### src/rtl/cpu_pkg.sv
// cpu_pkg: shared datapath widths and the writeback command record
package cpu_pkg;

    localparam int DATA_W     = 8;
    localparam int REG_ADDR_W = 3;
    localparam int NREGS      = 8;

    typedef struct packed {
        logic                  valid;
        logic [REG_ADDR_W-1:0] addr;
        logic [DATA_W-1:0]     data;
    } wr_cmd_t;

endpackage

### src/rtl/rr_arb2.sv
// rr_arb2: two-requester round-robin arbiter with one-hot combinational grants
module rr_arb2 (
    input  logic       CLK,
    input  logic       RESET,
    input  logic [1:0] req,
    output logic [1:0] gnt
);

    logic prio;

    // grant the lone requester, or the favoured one under contention; nothing while in reset
    always_comb begin
        gnt[0] = !RESET && req[0] && (!req[1] || !prio);
        gnt[1] = !RESET && req[1] && (!req[0] || prio);
    end

    // hand priority to the other requester after every grant
    always_ff @(posedge CLK) begin
        if (RESET)
            prio <= 1'b0;
        else if (gnt[0])
            prio <= 1'b1;
        else if (gnt[1])
            prio <= 1'b0;
    end

endmodule

### src/rtl/reg_write_arbiter.sv
// reg_write_arbiter: shares the register-file write port between ALU and load unit, with a pending-write scoreboard
module reg_write_arbiter
    import cpu_pkg::*;
(
    input  logic                  CLK,
    input  logic                  RESET,
    input  logic                  REQ0_VALID,
    input  logic [REG_ADDR_W-1:0] REQ0_ADDR,
    input  logic [DATA_W-1:0]     REQ0_DATA,
    output logic                  REQ0_READY,
    input  logic                  REQ1_VALID,
    input  logic [REG_ADDR_W-1:0] REQ1_ADDR,
    input  logic [DATA_W-1:0]     REQ1_DATA,
    output logic                  REQ1_READY,
    input  logic                  RSV_VALID,
    input  logic [REG_ADDR_W-1:0] RSV_ADDR,
    output logic                  WRITE,
    output logic [REG_ADDR_W-1:0] INADDRESS,
    output logic [DATA_W-1:0]     IN,
    output logic [NREGS-1:0]      BUSY,
    output logic                  WR_ERR
);

    logic [1:0]            gnt;
    logic                  any_gnt;
    logic [REG_ADDR_W-1:0] gaddr;
    logic [DATA_W-1:0]     gdata;
    logic [NREGS-1:0]      set_m;
    logic [NREGS-1:0]      clr_m;
    wr_cmd_t               cmd;

    rr_arb2 u_arb (
        .CLK   (CLK),
        .RESET (RESET),
        .req   ({REQ1_VALID, REQ0_VALID}),
        .gnt   (gnt)
    );

    assign REQ0_READY = gnt[0];
    assign REQ1_READY = gnt[1];
    assign WRITE      = cmd.valid;
    assign INADDRESS  = cmd.addr;
    assign IN         = cmd.data;

    // select the winner's payload and build the scoreboard set/clear masks
    always_comb begin
        any_gnt = |gnt;
        gaddr   = gnt[1] ? REQ1_ADDR : REQ0_ADDR;
        gdata   = gnt[1] ? REQ1_DATA : REQ0_DATA;
        clr_m   = any_gnt ? NREGS'(1) << gaddr : '0;
        set_m   = RSV_VALID ? NREGS'(1) << RSV_ADDR : '0;
    end

    // register the write command; set beats clear so a fresh reservation survives a same-edge write
    always_ff @(posedge CLK) begin
        if (RESET) begin
            cmd    <= '0;
            BUSY   <= '0;
            WR_ERR <= 1'b0;
        end else begin
            cmd.valid <= any_gnt;
            if (any_gnt) begin
                cmd.addr <= gaddr;
                cmd.data <= gdata;
            end
            BUSY   <= (BUSY & ~clr_m) | set_m;
            WR_ERR <= WR_ERR | (any_gnt & ~BUSY[gaddr]);
        end
    end

endmodule
### config.mk
export PLATFORM = sky130hd
export DESIGN_NAME = reg_write_arbiter
export DESIGN_NICKNAME = d
export VERILOG_FILES = /design/src/rtl/cpu_pkg.sv /design/src/rtl/rr_arb2.sv /design/src/rtl/reg_write_arbiter.sv
export SDC_FILE = /design/constraint.sdc
export NUM_CORES = 1
export LEC_CHECK = 0
export BUFFER_PORTS_ARGS = -buffer_cell sky130_fd_sc_hd__buf_2
export CAP_MARGIN = 15
export CORE_UTILIZATION = 48
export CTS_BUF_LIST = sky130_fd_sc_hd__clkbuf_8
export CTS_CLUSTER_DIAMETER = 80
export DETAILED_ROUTE_END_ITERATION = 6
export HOLD_SLACK_MARGIN = 0.15
export PLACE_DENSITY = 0.81
export SLEW_MARGIN = 10
export SYNTH_ARGS = -nofsm -noshare
export SYNTH_HDL_FRONTEND = slang
export SYNTH_HIERARCHICAL = 1
export SYNTH_SLANG_ARGS = --single-unit
### constraint.sdc
create_clock -name CLK -period 2.22 [get_ports CLK]
set_input_delay 0.444 -clock CLK [delete_from_list [all_inputs] [get_ports CLK]]
set_output_delay 0.444 -clock CLK [all_outputs]
set_load 0.01 [all_outputs]
==> impl_metrics.env <==
export IMPL_status="finished clean"
export IMPL_switching_share_pct=27.0
export IMPL_postRouteAntennaNets=0
export IMPL_met2_length_um=1520
export IMPL_clock_fmax_mhz=482
export IMPL_dpl_cell_count=216
export IMPL_synthCells=137
export IMPL_antenna_cells_inserted=0
export IMPL_yosys_area_top_type="dfxtp_1"
export IMPL_overflow=0
export IMPL_dieArea_um2=2600
export IMPL_cp_required_ns=1.78
export IMPL_tns_ns=0
export IMPL_final_common_cell="buf_2"
export IMPL_antenna_found_initial=0
export IMPL_p_leak_nw=0.705
export IMPL_synth_top_area_share_pct=38.2
export IMPL_async_flop_share_pct=0
export IMPL_worstPathMaxFanout=15
export IMPL_p_switching_uw=247
export IMPL_synth_warnings=6
export IMPL_ir_drop_v=0.000504
export IMPL_p_clk_share_pct=31.3
export IMPL_cts_max_level=1
export IMPL_p_int_uw=667
export IMPL_dp_slack_ns=0.138
export IMPL_place_area_um2=1460
export IMPL_p_comb_share_pct=21.3
export IMPL_grt_usage_pct=25.2
export IMPL_setup_viol=0
export IMPL_clock_latency_ns=0.26
export IMPL_die_w_um=51.0
export IMPL_dr_wl_met3_um=179
export IMPL_hold_viol_final=0
export IMPL_syn_avg_cell_area_um2=8.42
export IMPL_fillers=199
export IMPL_seq_power_share_pct=47.3
export IMPL_port_buffers=52
export IMPL_drt_initial_drc_count=17
export IMPL_rsz0062_at_grt="false"
export IMPL_crit_arrival_ns=1.63
export IMPL_synth_edff_count=0
export IMPL_cts_setup_buffers=0
export IMPL_dp_hpwl_um=2260
export IMPL_fin_nets=223
export IMPL_core_area_um2=2230
export IMPL_syn_area_um2=1150
export IMPL_grt_pass1_vias=1102
export IMPL_cts_clk_slew_worst_paths_ns=0.08
export IMPL_fin_ws_ns=0.147
export IMPL_finalPower_uw=914
export IMPL_tritoncts="built"
export IMPL_fin_skew_ns=0.00396
export IMPL_ys_flop_type="dfxtp_1"
export IMPL_routed_wl_um=3030
export IMPL_area_growth_synth_to_final_pct=31.2
export IMPL_fp_dieH_um=51.0
export IMPL_grt_pass1_wl_um=4910
export IMPL_yosys_register_bits=22
export IMPL_synth_nets=167
export IMPL_mostFrequentLayoutCells="buf_2 (52), nor2_1 (25), dfxtp_1 (22)"
export IMPL_holdWs_ns=0.410
export IMPL_start_util_pct=51.7
export IMPL_slew_violations=0
export IMPL_ys_types=35
export IMPL_rows=17
export IMPL_cts_buffer_depth=2
export IMPL_clock_sinks=22
export IMPL_drive_gt1_share_pct=37.0
export IMPL_power_density_nw_per_um2=604
export IMPL_fin_util_pct=67.8
export IMPL_gp_congestion=0.821
export IMPL_post_drt_wl_per_cell_um=13.8
export IMPL_top_layer="met4"
export IMPL_wirelength_met1_um=1300
export IMPL_hp_class="input port to register"
export IMPL_worstSetupEndpointType="output pin"
export IMPL_cts_buffers=3
export IMPL_cts_repair_resized=0
export IMPL_vias=1203
export IMPL_worstMarginPinSlew_ns=0.490
export IMPL_fin_cells=220
export IMPL_fin_crit_sh_pct=93.4
export IMPL_worst_setup_path_type="register to output pin"
export IMPL_startpoint_type="register"
export IMPL_firstDrtPassIters=4
export IMPL_vias_per_cell=5.47
export IMPL_cts_hold_buffers=0
export IMPL_stdcell_area_um2=1510
export IMPL_relSlewSlack_pct=67.3
export IMPL_fin_crit_ns=2.07
export IMPL_ys_seq_area_share_pct=38.2
export IMPL_synth_area_leaders="dfxtp_1 (38%), nor2_1 (8.1%), mux2i_1 (7.8%), a21oi_1 (6.9%), nor2b_1 (4.3%)"
export IMPL_drv_cap=0
export IMPL_io_pin_count=53
export IMPL_remaining_drc_errors=0
export IMPL_grt_max_degree=16
export IMPL_root_buffer="clkbuf_8"
-- worst max-delay path, cell delays in order (launching register included) --
cell and delay [ns]:
dfxtp_1 0.38, nor2b_1 0.09, nor3b_4 0.44, buf_4 0.29, buf_2 0.16
-- state kept, by name, indices dropped and copies added (netlist names) --
register	cells
BUSY	8
IN	8
INADDRESS	3
WRITE	1
WR_ERR	1
u_arb/prio	1
-- layout make-up --
type	instances	area, um2	share of cell area, %
inverter	1	3.75	0.248
tap	28	35.0	2.31
multi-input combinational	107	674	44.5
sequential	22	440	29.1
clock buffer	4	55.1	3.64
timing repair buffer	58	305	20.2
-- kinds of logic (layout without fill, tap and decap cells) --
family | after synthesis | count (layout) | synth area share, %
AND/OR/NAND/NOR | 59 | 59 | 28.3
AO/OA/AOI/OAI | 37 | 37 | 19.8
multiplexers | 11 | 11 | 9.76
flip-flops | 22 | 22 | 38.2
buffers and inverters | 8 | 63 | 3.90
-- cell usage after synthesis (2+ instances only) --
| library cell | instances |
|---|---|
| nor3_1 | 2 |
| o21ai_1 | 4 |
| and2_1 | 2 |
| a21oi_1 | 16 |
| nor2_1 | 25 |
| a211oi_1 | 2 |
| mux2_2 | 2 |
| dfxtp_1 | 22 |
| nor2b_1 | 8 |
| nor3b_2 | 2 |
| and3b_1 | 4 |
| nor3b_1 | 3 |
| mux2i_1 | 9 |
| clkbuf_1 | 2 |
| nand2_1 | 3 |
| o21ai_0 | 8 |
| nand3_1 | 4 |
| buf_2 | 2 |
-- power by group through the flow --
stage / Clock (mW) / Combinational, mW / Sequential (mW)
after floorplan: 0 / 0.0998 / 0.452
after detailed placement: 0 / 0.193 / 0.441
after global placement: 0 / 0.187 / 0.440
after CTS: 0.295 / 0.195 / 0.432
final: 0.287 / 0.195 / 0.433
after global routing: 0.310 / 0.215 / 0.435
-- path summary, 6_finish.rpt --
| kind | startpoint | endpoint | slack, ns | depth (start not counted) |
|---|---|---|---|---|
| hold / removal | REQ0_VALID | u_arb/prio$_SDFFE_PP0P_ | 0.41 | 2 |
| setup / recovery | u_arb/prio$_SDFFE_PP0P_ | REQ1_READY | 0.15 | 4 |
| hold reg to reg | BUSY[2]$_SDFF_PP0_ | BUSY[2]$_SDFF_PP0_ | 0.50 | 2 |
| setup reg to reg | u_arb/prio$_SDFFE_PP0P_ | BUSY[3]$_SDFF_PP0_ | 0.33 | 7 |
-- per-layer routing --
| metal | up-vias | global-route usage [%] |
|---|---|---|
| li1 | 596 | - |
| met3 | 4 | 4.17 |
| met2 | 45 | 41.9 |
| met1 | 558 | 32.7 |
| met4 | 0 | 8.80 |
| met5 | - | 0 |
Power figures use the tool's default switching activity.
